**src/rtl/ej32_pkg.sv**
```systemverilog
// rtl/ej32_pkg.sv - shared ej32 state type, step count and `DU data width
`ifndef EJ32_DU_DEFINED
`define EJ32_DU_DEFINED
`define DU [31:0]
`endif

package ej32_pkg;
  typedef enum logic [1:0] {IDLE, CALC, FIX} div_state_t;
  localparam int DIV_STEPS = 32;
endpackage

```
**src/rtl/ej32_div.sv**
```systemverilog
// rtl/ej32_div.sv - signed 32-bit restoring divider with Java idiv/irem semantics
// EJ32_DIV_ZERO_CHK_EN: trap a zero divisor at start (1-cycle busy, div_by0 set)
module ej32_div
  import ej32_pkg::*;
(
  input  logic     clk,
  input  logic     rst,
  input  logic     div_en,
  input  logic     op_rem,
  input  logic `DU s,
  input  logic `DU t,
  output logic     div_bsy,
  output logic `DU div_q,
  output logic `DU div_r,
  output logic `DU div_t_o,
  output logic     div_t_x,
  output logic     div_by0
);

  div_state_t state_q;
  logic [5:0] cnt_q;
  logic `DU   quo_q, den_q, rem_q;
  logic       neg_quo_q, neg_rem_q, op_rem_q;
  logic `DU   s_abs, t_abs, quo_d, rem_d, diff, q_fix, r_fix;
  logic       ge;

  // quo_q starts as |s| and is shifted out MSB first while quotient bits shift in
  always_comb begin
    s_abs = s[31] ? -s : s;
    t_abs = t[31] ? -t : t;
    ge    = {rem_q, quo_q[31]} >= {1'b0, den_q};
    diff  = {rem_q[30:0], quo_q[31]} - den_q;
    rem_d = ge ? diff : {rem_q[30:0], quo_q[31]};
    quo_d = {quo_q[30:0], ge};
    q_fix = neg_quo_q ? -quo_q : quo_q;
    r_fix = neg_rem_q ? -rem_q : rem_q;
  end

  always_ff @(posedge clk or negedge rst) begin
    if (!rst) begin
      state_q   <= IDLE;
      cnt_q     <= '0;
      quo_q     <= '0;
      den_q     <= '0;
      rem_q     <= '0;
      neg_quo_q <= 1'b0;
      neg_rem_q <= 1'b0;
      op_rem_q  <= 1'b0;
      div_bsy   <= 1'b0;
      div_q     <= '0;
      div_r     <= '0;
      div_t_o   <= '0;
      div_t_x   <= 1'b0;
      div_by0   <= 1'b0;
    end else begin
      div_t_x <= 1'b0;
      case (state_q)
        IDLE: begin
          if (div_en) begin
            quo_q     <= s_abs;
            den_q     <= t_abs;
            rem_q     <= '0;
            cnt_q     <= '0;
            neg_quo_q <= s[31] ^ t[31];
            neg_rem_q <= s[31];
            op_rem_q  <= op_rem;
            div_bsy   <= 1'b1;
            state_q   <= CALC;
`ifdef EJ32_DIV_ZERO_CHK_EN
            div_by0 <= (t == '0);
            // zero quotient, |s| as remainder: the FIX sign rule then yields div_r = s
            if (t == '0) begin
              quo_q   <= '0;
              rem_q   <= s_abs;
              state_q <= FIX;
            end
`else
            div_by0 <= 1'b0;
`endif
          end
        end
        CALC: begin
          quo_q <= quo_d;
          rem_q <= rem_d;
          cnt_q <= cnt_q + 6'd1;
          if (cnt_q == 6'(DIV_STEPS - 1)) state_q <= FIX;
        end
        FIX: begin
          div_q   <= q_fix;
          div_r   <= r_fix;
          div_t_o <= op_rem_q ? r_fix : q_fix;
          div_t_x <= 1'b1;
          div_bsy <= 1'b0;
          state_q <= IDLE;
        end
        default: state_q <= IDLE;
      endcase
    end
  end

endmodule

```
**config.mk**
```make
export PLATFORM = sky130hd
export DESIGN_NAME = ej32_div
export DESIGN_NICKNAME = d
export VERILOG_FILES = /design/src/rtl/ej32_pkg.sv /design/src/rtl/ej32_div.sv
export SDC_FILE = /design/constraint.sdc
export NUM_CORES = 1
export LEC_CHECK = 0
export ABC_AREA = 1
export CELL_PAD_IN_SITES_DETAIL_PLACEMENT = 1
export CELL_PAD_IN_SITES_GLOBAL_PLACEMENT = 2
export CORE_ASPECT_RATIO = 1.75
export CORE_MARGIN = 2
export CORE_UTILIZATION = 32
export DETAILED_ROUTE_END_ITERATION = 6
export GPL_ROUTABILITY_DRIVEN = 0
export PLACE_DENSITY_LB_ADDON = 0.1
export SYNTH_ARGS = -nofsm -noshare
export SYNTH_HDL_FRONTEND = slang
export SYNTH_SLANG_ARGS = --single-unit
```
**constraint.sdc**
```tcl
create_clock -name clk -period 2.5 [get_ports clk]
set_input_delay 0.375 -clock clk [delete_from_list [all_inputs] [get_ports clk]]
set_output_delay 0.375 -clock clk [all_outputs]
set_load 0.05 [all_outputs]
```
# After elaboration in Yosys (flattened, before gate mapping)

Cells that the tools add are included.

Output and inout port bits: 99
Input bits: 68
ROM bits: 0
Logic and storage cells: 51
Memories kept: 0
Flip-flop bits (word level): 205
Bits in latches: 0
Bits in writable memories: 0

Bitwise operators: 1
$mul: 0
Mux-type cells: 18
Reduce and logical (&&, ||, !) cells: 7
$lt $le $gt $ge: 1
Add/subtract/negate cells: 6
Divide/modulo/power cells: 0
Equality and inequality tests: 5
Shift operators: 0

Operators with widths:

| operator            | count |
|---|---|
| $mux 32             | 8 |
| $neg 32->32         | 4 |
| $pmux 32 s2         | 2 |
| $ge 33x32->1        | 1 |
| $sub 32x32->32      | 1 |
| $pmux 6 s2          | 1 |
| $reduce_and 2->1    | 4 |
| $add 6x1->6 const B | 1 |
| $eq 6x5->1 const B  | 1 |
| $mux 6              | 1 |
| $mux 2              | 2 |
| $ne 2x2->1 const B  | 2 |
| $pmux 2 s2          | 1 |
| $reduce_bool 2->1   | 2 |
| $eq 2x1->1 const B  | 1 |
| $eq 2x2->1 const B  | 1 |
| $logic_not 2->1     | 1 |
| $mux 1              | 2 |
| $pmux 1 s2          | 1 |
| $xor 1x1->1         | 1 |

# Longest topological paths before layout

Depth in word-level cells: 4
Depth in mapped cells: 16
Gate-level depth less buffers: 16

# Worst setup path before layout

Ideal clock, no wire load.

Path kind: register -> register
Start: register rem_q[18] (netlist name)
End: register quo_q[0] (netlist name)
Setup slack: 0.522 ns
Cell stages (with the launch flop): 15
Buffers on the path: 1
Setup time: 0.129 ns
Arrival: 1.849 ns
Period minus slack after synthesis: 1.978 ns
Required time: 2.371 ns
Cell sequence: dfrtp_1 > ha_1 > nand2_2 > inv_1 > nand2_1 > nand2_1 > nand2_1 > nand2_1 > nand2_1 > nand2_2 > nor2_4 > nand2_8 > buf_12 > nand2_1 > o211ai_2

Word-level cells in the longest chain between the ends: 2

RTL lines:

| what                   | line           | text |
|---|---|---|
| start, declared        | ej32_div.sv:22 | `` logic `DU quo_q, den_q, rem_q; `` |
| start signal, assigned | ej32_div.sv:84 | `rem_q <= rem_d;` |
| $ge 33x32->1           | ej32_div.sv:31 | `ge = {rem_q, quo_q[31]} >= {1'b0, den_q};` |
| $pmux 32 s2            | ej32_div.sv:57 | `case (state_q)` |
| end signal, assigned   | ej32_div.sv:60 | `quo_q <= s_abs;` |
| end signal, assigned   | ej32_div.sv:83 | `quo_q <= quo_d;` |
| end, declared          | ej32_div.sv:22 |  |

Every way passes these cells.
A chain may end at the register's enable or synchronous reset.

# Final worst setup path

Start: register den_q[7] (netlist name)
End: register rem_q[19] (netlist name)

Word-level cells in the longest chain between the ends: 3

RTL lines:

| what                                                  | line                           | text |
|---|---|---|
| start, declared                                       | ej32_div.sv:22                 |  |
| start signal, assigned                                | ej32_div.sv:61                 | `den_q <= t_abs;` |
| $sub 32x32->32 / $ge 33x32->1 (equally long branches) | ej32_div.sv:32, ej32_div.sv:31 |  |
| $mux 32 (*)                                           | ej32_div.sv:33                 | `rem_d = ge ? diff : {rem_q[30:0], quo_q[31]};` |
| $pmux 32 s2 (*)                                       | ej32_div.sv:57                 |  |

Mark *: on every way between the ends. The rest lies on a longest branch, timed or not.

==> metrics <==
first-pass GRT wire length=95.35 mm; post-placement cell count=3011; final WL=62.92 mm; maximum fanout along the worst path=28; Seq cells post-synth=205; Syn Nets=2321; Pwr per Cell Area=1757 nW/um^2; RSZ-0062 raised after global routing=yes; placed cell areas=17980 um^2; layout cell share with drive strength beyond 1=0.1251; DR iter-0 viols=767; die area=48460 um^2; vias per cell=5.027; Max VDD drop=0.6176 mV; initial antenna violation count=0; TritonRoute pass-1 iters=7; core area=46060 um^2; Vias=15350; cell area after layout=18800 um^2; post-synth cell types=48; final cycle utilization of the critical path=0.9595; Antenna Cells=0; Top FF cell, synth=dfrtp_1; Period minus WS final=2.399 ns; Final nets=2560; pin count of the biggest net entering global routing=62; YS warnings=0; vias in the first global route=16350; input/output buffers=165; Final Max Tran Viols=0; Slew HR=0.4244; DRC Markers=16; f_max=416.9 MHz; setup slack after layout=0.1014 ns; standard-cell row count=104; final setup violation count=0; clock skew=0.02229 ns; share of the synthesized area in the top cell type=0.3437; htree depth=1; top cells by area, synth=dfrtp_1, nand2_1, nand3_1; worst path arrival time=2.81 ns; worst slew pin tran=0.8604 ns; failing checks=design-rule violations; fin cells=3053; Commonest cells post-synth=nand2_1, inv_1, nand3_1, nor2_1, dfrtp_1; Root Buffer=clkbuf_16; number of synthesized flops with an enable pin=0; Worst setup SP type=register; total CTS buffers=23; clk_lat worst skew=0.54 ns; Crit path required time=2.91 ns; Worst setup endpoint=rem_q[19]; hold slack=0.3538 ns; worst r2r dst=rem_q[19]; register clock-pin slew on the reported worst setup and hold paths=0.06 ns; HP Class=input pin to asynchronous set/reset pin; r2r setup slk=0.10 ns; Starting Density=0.3240; Synth async-reset ratio=1.000; Area Growth Syn to Fin=25.95%; Synth Cell Area=14930 um^2; GRT Total Usage=0.2583; Cells after Synth=2215; Worst Setup End Kind=register; GRT overflow=0; status=complete, but fails checks; sequential share of the synthesized area=0.3437; leading area contributor after synthesis=dfrtp_1; top-count cell post-synth=nand2_1; die width=167.3 um; Clock Sinks=205; R2R depth=12; io pins=167; Wirelength per Cell=20.61 um; Final ANT Viol Nets=0; Mapped Avg Cell Area=6.739 um^2; Worst Setup Path Type=register to register; Final HPWL DP=51.60 mm; reg2reg start=den_q[7]; Setup crit start=den_q[7]; post-place setup slack=0.008568 ns; Final Hold Fails=0; Die Span Y=289.7 um; Longest Clk Path Bufs=3; P_leak=9.321 nW; CTS tree=yes; max-cap violations=0
## logic make-up after synthesis
group,synth area share
other,0.0002512
flip-flops,0.3437
XOR/XNOR,0.04635
buffers and inverters,0.09992
AND/OR/NAND/NOR,0.3780
adder cells (fa/ha/maj),0.03236
AO/OA/AOI/OAI,0.09950
## state kept, by name, indices dropped and copies added (netlist names)
signal / flops
den_q: 32
neg_quo_q: 1
neg_rem_q: 1
div_r: 32
div_bsy: 1
rem_q: 32
cnt_q: 6
div_t_o: 32
op_rem_q: 1
div_q: 32
state_q: 2
div_t_x: 1
quo_q: 32
## layout by cell type (no fill, tap or decap), drive strengths merged, types with 2 or more instances in the layout
| cell type | count |
|---|---|
| xnor2 | 22 |
| a22o | 2 |
| a22oi | 25 |
| o221ai | 3 |
| clkdlybuf4s50 | 164 |
| nand3 | 246 |
| dfrtp | 205 |
| a21o | 3 |
| clkbuf | 34 |
| nand4 | 24 |
| o31ai | 6 |
| o21bai | 2 |
| nor2 | 230 |
| nand3b | 11 |
| clkinv | 5 |
| o211ai | 15 |
| buf | 124 |
| and2 | 7 |
| or2 | 6 |
| bufinv | 3 |
| inv | 289 |
| o21ai | 126 |
| o22ai | 4 |
| nor3 | 18 |
| nand2 | 729 |
| ha | 37 |
| xor2 | 57 |
| a21oi | 36 |
| a31oi | 31 |
## what timing repair did
action	4_1_cts	5_1_grt
cloned	0	0
pin swaps	0	1
setup buffers	0	0
endpoints found under the setup margin	1	30
hold buffers	1	0
hold endpoints to repair	41	0
resized for setup	1	16
## worst min-delay path by stage
stage                     start  endpoint  cells after the start
after detailed placement    rst  div_q[6]                      1
final                       rst  div_q[6]                      2
after global placement      rst  div_q[6]                      1
after CTS                   rst  div_q[6]                      2
after global routing        rst  div_q[6]                      2
after floorplan             rst  cnt_q[0]                      0
## per-stage QoR
stage | power [mW] | util | setup TNS (ns)
2_1_floorplan | 20.67 | - | 0
3_3_place_gp | 29.13 | 0.3902 | -0.002605
3_5_place_dp | 29.52 | 0.3902 | 0
4_1_cts | 33.26 | 0.4073 | 0
5_1_grt | 35.54 | 0.4081 | -0.03075
6_report | 33.03 | 0.4081 | 0
## layout make-up
class / count / area (um^2)
fill: 5891 / 27260
multi-input combinational: 1645 / 8363
timing repair buffer: 290 / 2721
inverter: 289 / 1085
clock buffer: 33 / 653.1
tap: 583 / 729.5
clock inverter: 8 / 118.9
sequential: 205 / 5130
## worst max-delay path: stages, from the launching register on
cell and delay, ns:
dfrtp_1 0.37, inv_1 0.27, ha_2 0.39, nand2_1 0.11, nor2_1 0.05, buf_4 0.14, nand4_1 0.15, nor2_2 0.07
nor2_4 0.24, buf_12 0.22, nand3_1 0.11, nand3_1 0.10, nand2_1 0.07
## metal layers
layer / up-vias / track usage / wire (um)
li1: 7545 / - / -
met5: - / 0 / 0
met4: 0 / 0.1478 / 4146
met1: 7437 / 0.2596 / 22580
met3: 101 / 0.01648 / 1355
met2: 263 / 0.5209 / 34840
## where the power goes
part	switching, mW	total, mW	internal [mW]
combinational	15.1	22.9	7.81
sequential	1.54	6.48	4.94
clock	1.47	3.60	2.13
total	18.2	33.0	14.9
Power figures use the tool's default switching activity.
